## src/rtl/interrupt_priority_arbiter_if.sv

```systemverilog
// interrupt_priority_arbiter_if: request, control and INTA signals shared by the 8259 arbiter and its environment.
// master drives requests and controls; slave is the arbiter.
interface interrupt_priority_arbiter_if;
    logic [7:0] interrupt_request;
    logic       level_or_edge_triggered;
    logic       special_fully_nested_mode;
    logic [7:0] interrupt_mask;
    logic [7:0] special_interrupt_mask;
    logic [2:0] priority_rotate;
    logic [7:0] end_of_interrupt;
    logic       clear_all;
    logic       interrupt_acknowledge;
    logic       u8086_or_mcs80_config;
    logic       interrupt_to_cpu;
    logic [7:0] interrupt_request_register;
    logic [7:0] in_service_register;
    logic [7:0] highest_level_in_service;
    logic [7:0] acknowledge_interrupt;
    logic [1:0] vector_byte_select;
    logic       end_of_acknowledge_sequence;

    modport master (
        output interrupt_request, level_or_edge_triggered, special_fully_nested_mode,
               interrupt_mask, special_interrupt_mask, priority_rotate, end_of_interrupt,
               clear_all, interrupt_acknowledge, u8086_or_mcs80_config,
        input  interrupt_to_cpu, interrupt_request_register, in_service_register,
               highest_level_in_service, acknowledge_interrupt, vector_byte_select,
               end_of_acknowledge_sequence
    );

    modport slave (
        input  interrupt_request, level_or_edge_triggered, special_fully_nested_mode,
               interrupt_mask, special_interrupt_mask, priority_rotate, end_of_interrupt,
               clear_all, interrupt_acknowledge, u8086_or_mcs80_config,
        output interrupt_to_cpu, interrupt_request_register, in_service_register,
               highest_level_in_service, acknowledge_interrupt, vector_byte_select,
               end_of_acknowledge_sequence
    );
endinterface

```

## src/rtl/interrupt_priority_arbiter.sv

```systemverilog
// interrupt_priority_arbiter: 8259 IRR/ISR holding, rotating-priority resolution and INTA sequencing.
// Raises INT to the CPU and walks the 2- (8086) or 3-pulse (MCS-80) acknowledge handshake.
module interrupt_priority_arbiter #(
    parameter int NUM_IRQ = 8
) (
    input  logic                         clock,
    input  logic                         reset,
    interrupt_priority_arbiter_if.slave  bus
);
    typedef enum logic [1:0] {IDLE = 2'd0, ACK1 = 2'd1, ACK2 = 2'd2} state_t;

    state_t               state_q, state_d;
    logic [NUM_IRQ-1:0]   irr_q, irr_d;
    logic [NUM_IRQ-1:0]   isr_q, isr_d;
    logic [NUM_IRQ-1:0]   ack_int_q, ack_int_d;
    logic [NUM_IRQ-1:0]   prev_req_q, prev_req_d;
    logic                 prev_ack_q;
    logic                 int_q, int_d;
    logic                 eoa_q, eoa_d;
    logic                 ack_rise, first_ack, wins;
    logic [NUM_IRQ-1:0]   candidate, hlis, set;
    logic [2:0]           lvl_c, lvl_h;

    // Highest-priority set bit, where IR(r+1) outranks IR(r+2) ... and IR(r) is lowest.
    function automatic logic [7:0] pick(input logic [7:0] v, input logic [2:0] r);
        logic [7:0] res;
        logic [2:0] idx;
        res = '0;
        for (int i = 7; i >= 0; i--) begin
            idx = r + 3'(i) + 3'd1;
            if (v[idx]) res = 8'b1 << idx;
        end
        return res;
    endfunction

    // Priority rank of a one-hot vector: 0 is highest.
    function automatic logic [2:0] rank(input logic [7:0] oh, input logic [2:0] r);
        logic [2:0] idx;
        idx = '0;
        for (int i = 0; i < 8; i++)
            if (oh[i]) idx = 3'(i);
        return idx - r - 3'd1;
    endfunction

    always_comb begin
        ack_rise   = bus.interrupt_acknowledge & ~prev_ack_q;
        first_ack  = (state_q == IDLE) && ack_rise;
        candidate  = pick(irr_q & ~bus.interrupt_mask, bus.priority_rotate);
        hlis       = pick(isr_q & ~bus.special_interrupt_mask, bus.priority_rotate);
        lvl_c      = rank(candidate, bus.priority_rotate);
        lvl_h      = rank(hlis, bus.priority_rotate);
        set        = first_ack ? candidate : '0;
        wins       = (candidate != '0) && ((hlis == '0) || (lvl_c < lvl_h) ||
                     (bus.special_fully_nested_mode && (lvl_c == lvl_h)));
        state_d    = bus.clear_all ? IDLE :
                     !ack_rise ? state_q :
                     (state_q == IDLE) ? ACK1 :
                     ((state_q == ACK1) && !bus.u8086_or_mcs80_config) ? ACK2 : IDLE;
        irr_d      = bus.clear_all ? '0 :
                     bus.level_or_edge_triggered ? (bus.interrupt_request & ~set) :
                     (irr_q | (bus.interrupt_request & ~prev_req_q)) & bus.interrupt_request & ~set;
        // A bit being set this cycle survives a simultaneous EOI for it.
        isr_d      = bus.clear_all ? '0 : (isr_q | set) & ~(bus.end_of_interrupt & ~set);
        int_d      = !bus.clear_all && (state_q == IDLE) && !ack_rise && wins;
        ack_int_d  = bus.clear_all ? '0 :
                     first_ack ? ((candidate == '0) ? 8'h80 : candidate) : ack_int_q;
        eoa_d      = !bus.clear_all && (state_q != IDLE) && (state_d == IDLE);
        prev_req_d = bus.clear_all ? '1 : bus.interrupt_request;
    end

    always_ff @(posedge clock or posedge reset) begin
        if (reset) begin
            state_q    <= IDLE;
            irr_q      <= '0;
            isr_q      <= '0;
            ack_int_q  <= '0;
            prev_req_q <= '1;
            prev_ack_q <= 1'b0;
            int_q      <= 1'b0;
            eoa_q      <= 1'b0;
        end else begin
            state_q    <= state_d;
            irr_q      <= irr_d;
            isr_q      <= isr_d;
            ack_int_q  <= ack_int_d;
            prev_req_q <= prev_req_d;
            prev_ack_q <= bus.interrupt_acknowledge;
            int_q      <= int_d;
            eoa_q      <= eoa_d;
        end
    end

    assign bus.interrupt_to_cpu            = int_q;
    assign bus.interrupt_request_register  = irr_q;
    assign bus.in_service_register         = isr_q;
    assign bus.highest_level_in_service    = hlis;
    assign bus.acknowledge_interrupt       = ack_int_q;
    assign bus.vector_byte_select          = state_q;
    assign bus.end_of_acknowledge_sequence = eoa_q;
endmodule

```

## src/flat_wrapper.sv

```systemverilog
// flat-port wrapper written by rule: the top's interface ports become plain ports
module interrupt_priority_arbiter_flat 
#(
    parameter int NUM_IRQ = 8
)
  (clock, reset, bus_interrupt_request, bus_level_or_edge_triggered, bus_special_fully_nested_mode, bus_interrupt_mask, bus_special_interrupt_mask, bus_priority_rotate, bus_end_of_interrupt, bus_clear_all, bus_interrupt_acknowledge, bus_u8086_or_mcs80_config, bus_interrupt_to_cpu, bus_interrupt_request_register, bus_in_service_register, bus_highest_level_in_service, bus_acknowledge_interrupt, bus_vector_byte_select, bus_end_of_acknowledge_sequence);
  interrupt_priority_arbiter_if bus_i ();
  input  logic clock;
  input  logic reset;
  input wire logic [$bits(bus_i.interrupt_request)-1:0] bus_interrupt_request;
  input wire logic [$bits(bus_i.level_or_edge_triggered)-1:0] bus_level_or_edge_triggered;
  input wire logic [$bits(bus_i.special_fully_nested_mode)-1:0] bus_special_fully_nested_mode;
  input wire logic [$bits(bus_i.interrupt_mask)-1:0] bus_interrupt_mask;
  input wire logic [$bits(bus_i.special_interrupt_mask)-1:0] bus_special_interrupt_mask;
  input wire logic [$bits(bus_i.priority_rotate)-1:0] bus_priority_rotate;
  input wire logic [$bits(bus_i.end_of_interrupt)-1:0] bus_end_of_interrupt;
  input wire logic [$bits(bus_i.clear_all)-1:0] bus_clear_all;
  input wire logic [$bits(bus_i.interrupt_acknowledge)-1:0] bus_interrupt_acknowledge;
  input wire logic [$bits(bus_i.u8086_or_mcs80_config)-1:0] bus_u8086_or_mcs80_config;
  output wire logic [$bits(bus_i.interrupt_to_cpu)-1:0] bus_interrupt_to_cpu;
  output wire logic [$bits(bus_i.interrupt_request_register)-1:0] bus_interrupt_request_register;
  output wire logic [$bits(bus_i.in_service_register)-1:0] bus_in_service_register;
  output wire logic [$bits(bus_i.highest_level_in_service)-1:0] bus_highest_level_in_service;
  output wire logic [$bits(bus_i.acknowledge_interrupt)-1:0] bus_acknowledge_interrupt;
  output wire logic [$bits(bus_i.vector_byte_select)-1:0] bus_vector_byte_select;
  output wire logic [$bits(bus_i.end_of_acknowledge_sequence)-1:0] bus_end_of_acknowledge_sequence;
  assign bus_i.interrupt_request = bus_interrupt_request;
  assign bus_i.level_or_edge_triggered = bus_level_or_edge_triggered;
  assign bus_i.special_fully_nested_mode = bus_special_fully_nested_mode;
  assign bus_i.interrupt_mask = bus_interrupt_mask;
  assign bus_i.special_interrupt_mask = bus_special_interrupt_mask;
  assign bus_i.priority_rotate = bus_priority_rotate;
  assign bus_i.end_of_interrupt = bus_end_of_interrupt;
  assign bus_i.clear_all = bus_clear_all;
  assign bus_i.interrupt_acknowledge = bus_interrupt_acknowledge;
  assign bus_i.u8086_or_mcs80_config = bus_u8086_or_mcs80_config;
  assign bus_interrupt_to_cpu = bus_i.interrupt_to_cpu;
  assign bus_interrupt_request_register = bus_i.interrupt_request_register;
  assign bus_in_service_register = bus_i.in_service_register;
  assign bus_highest_level_in_service = bus_i.highest_level_in_service;
  assign bus_acknowledge_interrupt = bus_i.acknowledge_interrupt;
  assign bus_vector_byte_select = bus_i.vector_byte_select;
  assign bus_end_of_acknowledge_sequence = bus_i.end_of_acknowledge_sequence;
  interrupt_priority_arbiter #(.NUM_IRQ(NUM_IRQ)) u_core (.clock(clock), .reset(reset), .bus(bus_i));
endmodule
```

## config.mk

```make
export PLATFORM = sky130hd
export DESIGN_NAME = interrupt_priority_arbiter_flat
export DESIGN_NICKNAME = d
export VERILOG_FILES = /design/src/rtl/interrupt_priority_arbiter_if.sv /design/src/rtl/interrupt_priority_arbiter.sv /design/src/flat_wrapper.sv
export SDC_FILE = /design/constraint.sdc
export NUM_CORES = 1
export LEC_CHECK = 0
export BUFFER_PORTS_ARGS = -buffer_cell sky130_fd_sc_hd__buf_2
export CAP_MARGIN = 20
export CORE_ASPECT_RATIO = 0.75
export CORE_UTILIZATION = 45
export CTS_CLUSTER_DIAMETER = 200
export DETAILED_ROUTE_END_ITERATION = 8
export MAX_ROUTING_LAYER = met4
export PLACE_DENSITY = 0.68
export SLEW_MARGIN = 20
export SYNTH_ARGS = -nofsm -noshare
export SYNTH_HDL_FRONTEND = slang
export SYNTH_SLANG_ARGS = --single-unit
```

## constraint.sdc

```tcl
create_clock -name clock -period 4.85 [get_ports clock]
set_input_delay 0 -clock clock [delete_from_list [all_inputs] [get_ports clock]]
set_output_delay 0 -clock clock [all_outputs]
set_load 0.05 [all_outputs]
```

==> flow_summary.yaml, run 1 <==
synth:
  yosys_warnings: 0
  synth_top_cell_by_area: "dfrtp_1"
  yosysSeqAreaShare: 0.194
  synth_top_area_share: 0.151
  synth_area_sq_um: 4810
  synth_ff_type: "dfrtp_1"
  synth.most_common_cell: "nand2_1"
  synth-edff-count: 0
  ys_types: 77
  synthCells: 550
  synthArstFlopShare: 1.00
  yosys-top-cells-area: "dfrtp_1 15%, mux4_2 14%, mux2i_1 6.4%"
  syn_area_per_cell_sq_um: 8.75
  synth_common_cells: "66 x nand2_1, 39 x a21oi_1, 35 x nor2_1"
  synth_fp_nets: 609
  ys_ff_latch: 37
clocking:
  cts_resized: 0
  cts_tree: "built"
  clk_path_buf_depth: 2
  path_clk_slew_ns: 0.06
  post_cts_buffers: 0
  cts_inserted_buffers: 5
  clk-insertion-delay-late_ns: 0.29
  cts_root_buffer: "clkbuf_16"
  cts.sinks: 37
  cts_hold_buf: 18
  htreeDepth: 2
finish:
  area_delta_synth_final_pct: 20.2
  antenna_cells: 0
  drive_above_1_share: 0.293
  fillers: 964
  seq_area_sq_um: 936
  multiInputGateArea_sq_um: 3670
  finalCoreUtilization: 0.560
  final_cell_area_sq_um: 5780
  nets: 709
placed_design:
  io_buffers: 77
  place_area_sq_um: 5460
  hpwl_um: 14000
  gp_congestion: 1.02
sta:
  setup_viol: 0
  min_period_ns: 4.53
  fin_skew_ns: 0.00712
  slew_violations: 0
  slew_headroom: 0.427
  max_freq_mhz: 221
  fin_crit_sh: 0.933
  max_slew.worst_pin.slew_ns: 0.853
  rsz0062_at_grt: "no"
  fin_setup_tns_ns: 0
  hold_violations: 0
floorplan:
  initial_core_util: 0.466
  rows: 32
  die_area_sq_um: 11100
  die_w_um: 121
  num_io_pins: 78
  die_y_um: 91.6
  coreArea_sq_um: 10300
global_routing:
  grt_max_degree: 38
  grt_overflow_total: 0
  grt_pass1_vias: 5159
  antenna_found_initial: 0
  grt_pass1_wl_um: 29400
  track_usage: 0.359
worst_setup_path:
  critical_path_arrival_ns: 4.73
  cp_common_cell: "a21oi_1"
  crit_chain: "nand2b_1 > mux2i_1 > mux4_2 > a21oi_1 > or3_1 > a31oi_1 > o21ai_0 > a21oi_1 > o21bai_1 > ha_1 > fa_1 > xnor2_1 > xnor2_1 > ha_1 > a21oi_1 > a41oi_1 > a211oi_2"
  cp-start-kind: "register"
  path_max_fanout: 10
  crit_type: "register to register"
  worst_ep_required_time_ns: 5.05
  slowest_stage: "mux4_2"
  slowest_delay_ns: 0.52
  endpoint_kind: "register"
  critical-path-top-delay-family: "compound AO/OA/AOI/OAI gates"
  critPathBufInv: 0
routing:
  antenna_left: 0
  drc: 0
  first_pass_iters: 6
  drt_iter0_drc: 797
  drt_wl_total_um: 18600
  routed_via_density: 6.63
  wl_per_cell_um: 23.6
  vias: 5216
pwr:
  p_int_mw: 0.789
  switching_share: 0.418
  power_frac_clock: 0.238
  p_comb_frac: 0.510
  leakagePower_nw: 2.47
  power.density_nw_per_um2: 234
  p_sw_mw: 0.568
  vdd_drop_max_mv: 0.159
  seqPwrFrac: 0.253
run:
  maxCapViolCount: 0
outcome:
  status: "completed"
hold_path:
  worstHoldPathType: "input pin to register"
==> per-layer routing <==
metal	up-vias	part of all wire	track usage	routed length, um
met5	-	0	-	0
met4	0	0.021	0.0947	390
met3	40	0.11	0.0980	2130
met2	369	0.44	0.524	8210
met1	2498	0.42	0.487	7860
li1	2309	-	-	-
==> power groups by stage <==
| stage | Combinational, mW | Clock (mW) | Sequential (mW) |
|---|---|---|---|
| 5_1_grt | 0.739 | 0.342 | 0.344 |
| 6_report | 0.691 | 0.323 | 0.343 |
| 2_1_floorplan | 0.425 | 0 | 0.395 |
| 3_5_place_dp | 0.663 | 0 | 0.346 |
| 4_1_cts | 0.679 | 0.328 | 0.342 |
| 3_3_place_gp | 0.660 | 0 | 0.346 |
==> final cells by class <==
class	instances	share of cell area
sequential	37	0.162
clock inverter	3	0.00368
multi-input combinational	464	0.635
timing repair buffer	125	0.137
tap	136	0.0294
inverter	17	0.0115
clock buffer	5	0.0216
==> tightest hold or removal path, stage by stage <==
cell and delay (ns):
buf_2 0.09, a21oi_1 0.06, nor3_1 0.12
==> through the flow <==
step / power, mW / instances / setup WS [ns] / hold WS (ns)
finish: 1.36 / 787 / 0.323 / 0.0282
global route: 1.43 / 787 / 0.137 / 0.0658
CTS: 1.35 / 787 / 0.404 / 0.0268
detailed placement: 1.01 / 761 / 0.353 / 0.129
global placement: 1.01 / 761 / 0.427 / 0.118
floorplan: 0.820 / 550 / 0.0651 / 0.0314
==> worst paths after layout <==
path | from | endpoint | slack [ns] | cells past startpoint
setup / recovery | u_core.bus.interrupt_request_register[7]$_DFF_PP0_ | u_core.bus.interrupt_to_cpu$_DFF_PP0_ | 0.32 | 17
hold / removal | bus_u8086_or_mcs80_config | u_core.bus.end_of_acknowledge_sequence$_DFF_PP0_ | 0.03 | 3
setup reg to reg | u_core.bus.interrupt_request_register[7]$_DFF_PP0_ | u_core.bus.interrupt_to_cpu$_DFF_PP0_ | 0.32 | 17
hold reg to reg | u_core.bus.acknowledge_interrupt[2]$_DFFE_PP0P_ | u_core.bus.acknowledge_interrupt[2]$_DFFE_PP0P_ | 0.52 | 2
max in group asynchronous | reset | u_core.prev_req_q[4]$_DFF_PP1_ | 4.13 | 4
min in group asynchronous | reset | u_core.bus.acknowledge_interrupt[3]$_DFFE_PP0P_ | 0.37 | 4
==> layout by cell type, fill, tap and decap left out, types with 4 or more instances in the layout <==
cell            n
inv_1          13
nand2b_1       26
dfrtp_1        29
mux2_2          4
nor2_1         35
xnor2_1         4
o21ai_0        11
a221oi_1        8
a21oi_1        39
nor2b_1        27
nand2_1        66
or3_1           6
dfstp_2         8
or2_2          14
and4b_1         9
o21a_1          4
mux4_2         30
ha_1           15
o22ai_1         4
mux2i_1        31
o211ai_1        9
buf_4          30
o311ai_0        4
a31oi_1        11
dlygate4sd3_1  18
nor3_1         10
a21o_1          4
buf_2          77
nand3_1        15
clkbuf_16       5
a221o_1         4
o221ai_1        8
==> cell families after synthesis <==
family	Yosys count	synth area share
mux	68	0.224
compound gates	144	0.220
fa+ha+maj	17	0.0473
simple gates	227	0.251
flops	37	0.194
xor+xnor	8	0.0161
buf+inv	49	0.0468
==> registers in the layout, indices dropped and copies added, names as in the netlist <==
register,cells
u_core.bus.end_of_acknowledge_sequence,1
u_core.prev_req_q,8
u_core.prev_ack_q,1
u_core.bus.acknowledge_interrupt,8
u_core.bus.vector_byte_select,2
u_core.bus.interrupt_to_cpu,1
u_core.bus.in_service_register,8
u_core.bus.interrupt_request_register,8
Power figures use the tool's default switching activity.
==> run 2: changes to the inputs <==
==> constraint.sdc (replaced) <==
create_clock -name clock -period 5 [get_ports clock]
set_input_delay 0 -clock clock [delete_from_list [all_inputs] [get_ports clock]]
set_output_delay 0 -clock clock [all_outputs]
set_load 0.05 [all_outputs]
==> flow_summary.yaml, run 2 (same netlist as run 1, synthesis figures left out) <==
worst_setup_path:
  startpoint: "bus_priority_rotate[0]"
  slowest_stage: "mux4_2"
  critical-path-top-delay-family: "adder cells"
  r2r_end: "u_core.bus.interrupt_to_cpu$_DFF_PP0_"
  crit_chain: "buf_2 > ha_1 > ha_1 > buf_4 > mux4_2 > nor3_1 > nand3_1 > a221oi_2 > o21ai_0 > buf_4 > a21oi_1 > o21bai_1 > ha_1 > fa_1 > xnor2_1 > xnor2_1 > ha_1 > a21oi_1 > a41oi_1 > a211oi_2"
  critical_path_arrival_ns: 4.78
  endpoint_kind: "register"
  worst_ep_required_time_ns: 5.15
  r2r_cells: 18
  cp-endpoint: "u_core.bus.interrupt_to_cpu$_DFF_PP0_"
  reg2reg_from: "u_core.bus.interrupt_request_register[1]$_DFF_PP0_"
  cp.depth: 20
  cp-start-kind: "input pin"
  cp_common_cell: "ha_1"
  critPathBufInv: 3
  path_max_fanout: 13
  crit_type: "input pin to register"
  ff2ff_setup_slack_ns: 0.38
  slowest_delay_ns: 0.66
pwr:
  vdd_drop_max_mv: 0.198
  leakagePower_nw: 2.50
  p_int_mw: 0.820
  switching_share: 0.405
  power.density_nw_per_um2: 237
  p_comb_frac: 0.498
  p_sw_mw: 0.559
  seqPwrFrac: 0.242
  power_frac_clock: 0.260
routing:
  drt_iter0_drc: 686
  drt_wl_total_um: 19200
  routed_via_density: 6.76
  wl_per_cell_um: 24.3
  first_pass_iters: 7
  vias: 5350
  antenna_left: 0
  drc: 0
clocking:
  path_clk_slew_ns: 0.06
  clk-insertion-delay-late_ns: 0.28
  clk_path_buf_depth: 2
  cts_inserted_buffers: 5
  htreeDepth: 2
  cts.sinks: 37
  cts_root_buffer: "clkbuf_16"
  cts_tree: "built"
finish:
  finalCoreUtilization: 0.564
  antenna_cells: 0
  fillers: 942
  drive_above_1_share: 0.296
  multiInputGateArea_sq_um: 3670
  mostFrequentLayoutCell: "buf_2"
  seq_area_sq_um: 936
  layout_common_cells: "77 x buf_2, 66 x nand2_1, 39 x a21oi_1"
  nets: 713
  area_delta_synth_final_pct: 21.0
global_routing:
  grt_pass1_vias: 5165
  grt_overflow_total: 0
  grt_max_degree: 38
  track_usage: 0.369
  antenna_found_initial: 0
  grt_pass1_wl_um: 29900
sta:
  min_period_ns: 4.63
  slew_headroom: 0.186
  max_slew.worst_pin.slew_ns: 1.21
  rsz0062_at_grt: "no"
  hold_violations: 0
  max_freq_mhz: 216
  fin_setup_tns_ns: 0
  slew_violations: 0
  setup_viol: 0
  fin_crit_sh: 0.926
  fin_skew_ns: 0.00649
floorplan:
  coreArea_sq_um: 10300
  rows: 32
  initial_core_util: 0.466
  die_w_um: 121
  num_io_pins: 78
  die_y_um: 91.6
  die_area_sq_um: 11100
run:
  maxCapViolCount: 0
outcome:
  status: "completed"
placed_design:
  io_buffers: 77
  hpwl_um: 14400
  gp_congestion: 1.04
hold_path:
  worstHoldPathType: "input pin to register"
-- run 2: cell type report --
type                       count  share of cell area
sequential                    37               0.161
clock inverter                 2             0.00666
inverter                      17              0.0114
clock buffer                   6              0.0221
multi-input combinational    464               0.629
timing repair buffer         129               0.140
tap                          136              0.0292
-- run 2: worst min-delay path by stage --
| stage | from | end | slack [ns] | depth (start not counted) |
|---|---|---|---|---|
| after floorplan | bus_interrupt_acknowledge | u_core.prev_ack_q$_DFF_PP0_ | 0.03 | 0 |
| final | bus_end_of_interrupt[7] | u_core.bus.in_service_register[7]$_DFF_PP0_ | 0.009 | 3 |
| after CTS | bus_end_of_interrupt[7] | u_core.bus.in_service_register[7]$_DFF_PP0_ | 0.007 | 3 |
| after global placement | reset | u_core.bus.acknowledge_interrupt[0]$_DFFE_PP0P_ | 0.12 | 3 |
| after detailed placement | reset | u_core.bus.acknowledge_interrupt[0]$_DFFE_PP0P_ | 0.13 | 3 |
| after global routing | bus_end_of_interrupt[7] | u_core.bus.in_service_register[7]$_DFF_PP0_ | 0.03 | 3 |
-- run 2: metal layers --
layer / global-route usage / up-vias / routed length (um)
met1: 0.499 / 2560 / 7850
met2: 0.515 / 384 / 7980
met5: - / - / 0
met3: 0.125 / 95 / 2620
met4: 0.116 / 0 / 739
li1: - / 2311 / -
-- run 2: repair_timing --
item,4_1_cts,5_1_grt
hold buffers,17,0
buffers inserted,0,0
resized for setup,0,1
endpoints found under the setup margin,0,1
hold endpoints to repair,45,0
-- run 2: per-stage QoR --
| stage | instance area (sq um) | hold WS [ns] | std cells | power, mW | setup slack [ns] |
|---|---|---|---|---|---|
| 2_1_floorplan | 4820 | 0.0314 | 550 | 0.793 | 0.0436 |
| 3_3_place_gp | 5480 | 0.122 | 766 | 0.987 | 0.188 |
| 5_1_grt | 5820 | 0.0314 | 791 | 1.44 | 0.00302 |
| 4_1_cts | 5820 | 0.00742 | 791 | 1.36 | 0.358 |
| 6_report | 5820 | 0.00913 | 791 | 1.38 | 0.370 |
| 3_5_place_dp | 5480 | 0.129 | 766 | 0.991 | 0.110 |
-- run 2: worst reg2reg max path, cell delays in order (launching register included) --
cell	delay, ns
dfrtp_1	0.43
nand2b_1	0.16
mux2i_1	0.17
mux4_2	0.64
nor3_1	0.41
nand3_1	0.15
a221oi_2	0.38
o21ai_0	0.17
buf_4	0.16
a21oi_1	0.16
o21bai_1	0.09
ha_1	0.20
fa_1	0.38
xnor2_1	0.15
xnor2_1	0.15
ha_1	0.31
a21oi_1	0.07
a41oi_1	0.23
a211oi_2	0.11
-- run 2: power by group through the flow --
stage          clock (mW)  combinational [mW]  sequential (mW)
5_1_grt             0.377               0.730            0.336
6_report            0.358               0.687            0.334
2_1_floorplan           0               0.410            0.384
3_3_place_gp            0               0.650            0.337
4_1_cts             0.364               0.667            0.333
3_5_place_dp            0               0.653            0.337
==> run 3: changes to the inputs <==
--- a/config.mk
+++ b/config.mk
@@ -5,14 +5,16 @@
 export SDC_FILE = /design/constraint.sdc
 export NUM_CORES = 1
 export LEC_CHECK = 0
+export ABC_AREA = 1
 export BUFFER_PORTS_ARGS = -buffer_cell sky130_fd_sc_hd__buf_2
 export CAP_MARGIN = 20
 export CORE_ASPECT_RATIO = 0.75
-export CORE_UTILIZATION = 45
+export CORE_UTILIZATION = 35
 export CTS_CLUSTER_DIAMETER = 200
+export CTS_CLUSTER_SIZE = 12
 export DETAILED_ROUTE_END_ITERATION = 8
 export MAX_ROUTING_LAYER = met4
-export PLACE_DENSITY = 0.68
+export PLACE_DENSITY = 0.56
 export SLEW_MARGIN = 20
 export SYNTH_ARGS = -nofsm -noshare
 export SYNTH_HDL_FRONTEND = slang
==> flow_summary.yaml, run 3 <==
finish:
  fillers: 1390
  final_cell_area_sq_um: 5240
  final_cells: 1006
  antenna_cells: 0
  area_delta_synth_final_pct: 18.9
  mostFrequentLayoutCell: "nand2_1"
  drive_above_1_share: 0.182
  nets: 898
  layout_common_cells: "238 x nand2_1, 109 x nand3_1, 95 x inv_1"
clocking:
  post_cts_buffers: 0
  cts_inserted_buffers: 5
  cts_resized: 0
  htreeDepth: 2
  clk_path_buf_depth: 2
  cts_tree: "built"
  cts_root_buffer: "clkbuf_16"
  cts.sinks: 37
  path_clk_slew_ns: 0.06
  clk-insertion-delay-late_ns: 0.28
worst_setup_path:
  crit_type: "input pin to register"
  worst_ep_required_time_ns: 5.18
  cp-start-kind: "input pin"
  cp_common_cell: "nand2_1"
  path_max_fanout: 15
  slowest_delay_ns: 0.49
  endpoint_kind: "register"
  r2r_cells: 27
  slowest_stage: "ha_1"
  critical_path_arrival_ns: 4.54
sta:
  slew_headroom: 0.611
  min_period_ns: 4.36
  fin_setup_tns_ns: 0
  max_freq_mhz: 229
  hold_violations: 0
  fin_crit_sh: 0.873
  setup_viol: 0
  max_slew.worst_pin.slew_ns: 0.581
  timing.hold.ws_ns: 0.0326
  slew_violations: 0
  fin_skew_ns: 0.00329
  rsz0062_at_grt: "no"
routing:
  drc: 0
  drt_iter0_drc: 503
  drt_wl_total_um: 17100
  first_pass_iters: 5
  wl_per_cell_um: 17.0
  routed_via_density: 5.27
  antenna_left: 0
  vias: 5300
pwr:
  p_int_mw: 0.769
  power_frac_clock: 0.202
  p_sw_mw: 0.747
  vdd_drop_max_mv: 0.287
  p_comb_frac: 0.577
  finalPower_mw: 1.52
  leakagePower_nw: 2.98
  seqPwrFrac: 0.222
  power.density_nw_per_um2: 289
  switching_share: 0.493
synth:
  synthMuxAreaShare: 0
  yosys-top-cells-area: "nand2_1 20%, dfrtp_1 16%, nand3_1 12%"
  synth-simple-area-share: 0.452
  synthArstFlopShare: 1.00
  yosys_warnings: 0
  synth_top_area_share: 0.203
  synth_fp_nets: 811
  synth.most_common_cell: "nand2_1"
  synth_xor_area_frac: 0.00795
  synth_top_cell_by_area: "nand2_1"
  syn_area_per_cell_sq_um: 5.86
  ys_ff_latch: 37
  synth_ff_type: "dfrtp_1"
  ys_types: 45
  synth-edff-count: 0
  yosysSeqAreaShare: 0.212
  synthCells: 752
  synth_area_sq_um: 4410
  synth-compound-area-share: 0.144
  synth_fa_ha_area_frac: 0.0517
  synth_top_family_by_area: "simple AND/OR/NAND/NOR gates"
  synth_common_cells: "238 x nand2_1, 109 x nand3_1, 95 x inv_1"
floorplan:
  rows: 35
  num_io_pins: 78
  die_w_um: 132
  coreArea_sq_um: 12300
  die_area_sq_um: 13000
  die_y_um: 99.2
  initial_core_util: 0.359
run:
  maxCapViolCount: 0
placed_design:
  place_inst: 980
  hpwl_um: 13400
  place_area_sq_um: 4920
  io_buffers: 77
  gp_congestion: 1.01
global_routing:
  grt_overflow_total: 0
  grt_pass1_wl_um: 26900
  antenna_found_initial: 0
  grt_max_degree: 38
  track_usage: 0.271
  grt_pass1_vias: 4906
outcome:
  status: "completed"
hold_path:
  worstHoldPathType: "input pin to register"
  hold_depth: 4
-- run 3: cell count changes in the layout (fill, tap and decap cells not counted), moves of 9 or more --
cell / delta
nand2_1: +172
nand3_1: +94
inv_1: +82
mux2i_1: -31
mux4_2: -30
nor2b_1: -27
nand2b_1: -26
nor2_1: +26
buf_4: -23
o21ai_0: +15
and4b_1: -9
nand2_2: +9
-- run 3: final cells by class --
cell class	count	area, sq um	share of cell area
Clock buffer	6	129	0.0246
Clock inverter	2	10.0	0.00191
Inverter	107	414	0.0790
Multi-Input combinational cell	581	2890	0.552
Sequential cell	37	936	0.179
Tap cell	166	208	0.0396
Timing Repair Buffer	107	653	0.125
-- run 3: repair_timing --
item,in CTS,in global routing
setup endpoints to repair,0,0
endpoints found under the hold margin,51,0
hold buffers,17,0
-- run 3: worst max-delay path, delay by kind of cell --
kind                       cells  cell delay, ns
AOI/OAI and AO/OA              6            0.74
xor gates and xnor gates       2            0.32
adders and majority gates      4            1.37
buffers and inverters          6            0.94
and+or+nand+nor               12            1.15
-- run 3: per-stage QoR --
step | util | worst slack, ns
finish | 0.427 | 0.637
global route | 0.427 | 0.239
detailed placement | 0.402 | 0.441
global placement | 0.402 | 0.499
CTS | 0.427 | 0.734
floorplan | - | 0.416
-- run 3: path summary, 6_finish.rpt --
path / from / to / slack (ns)
setup / recovery: bus_priority_rotate[1] / u_core.bus.interrupt_to_cpu$_DFF_PP0_ / 0.64
hold / removal: bus_end_of_interrupt[7] / u_core.bus.in_service_register[7]$_DFF_PP0_ / 0.03
setup reg to reg: u_core.bus.in_service_register[4]$_DFF_PP0_ / u_core.bus.interrupt_to_cpu$_DFF_PP0_ / 0.91
hold reg to reg: u_core.bus.acknowledge_interrupt[2]$_DFFE_PP0P_ / u_core.bus.acknowledge_interrupt[2]$_DFFE_PP0P_ / 0.51
max in group asynchronous: reset / u_core.prev_req_q[2]$_DFF_PP1_ / 4.25
min in group asynchronous: reset / u_core.bus.acknowledge_interrupt[4]$_DFFE_PP0P_ / 0.39
-- run 3: logic make-up after synthesis --
| kind of cell | after synthesis |
|---|---|
| simple gates | 454 |
| buf+inv | 134 |
| compound gates | 106 |
| flops | 37 |
| fa+ha+maj | 17 |
| xor+xnor | 4 |
-- run 3: layer usage --
metal / vias to the layer above / track usage / routed length [um]
li1: 2589 / - / -
met1: 2444 / 0.403 / 8600
met2: 252 / 0.381 / 6840
met3: 15 / 0.0566 / 1540
met4: 0 / 0.0304 / 114
met5: - / - / 0
-- run 3: power groups by stage --
stage	logic, mW	registers [mW]	clock network [mW]
after global placement	0.852	0.340	0
after floorplan	0.585	0.393	0
final	0.874	0.336	0.306
after CTS	0.864	0.336	0.310
after detailed placement	0.850	0.340	0
after global routing	0.963	0.338	0.328
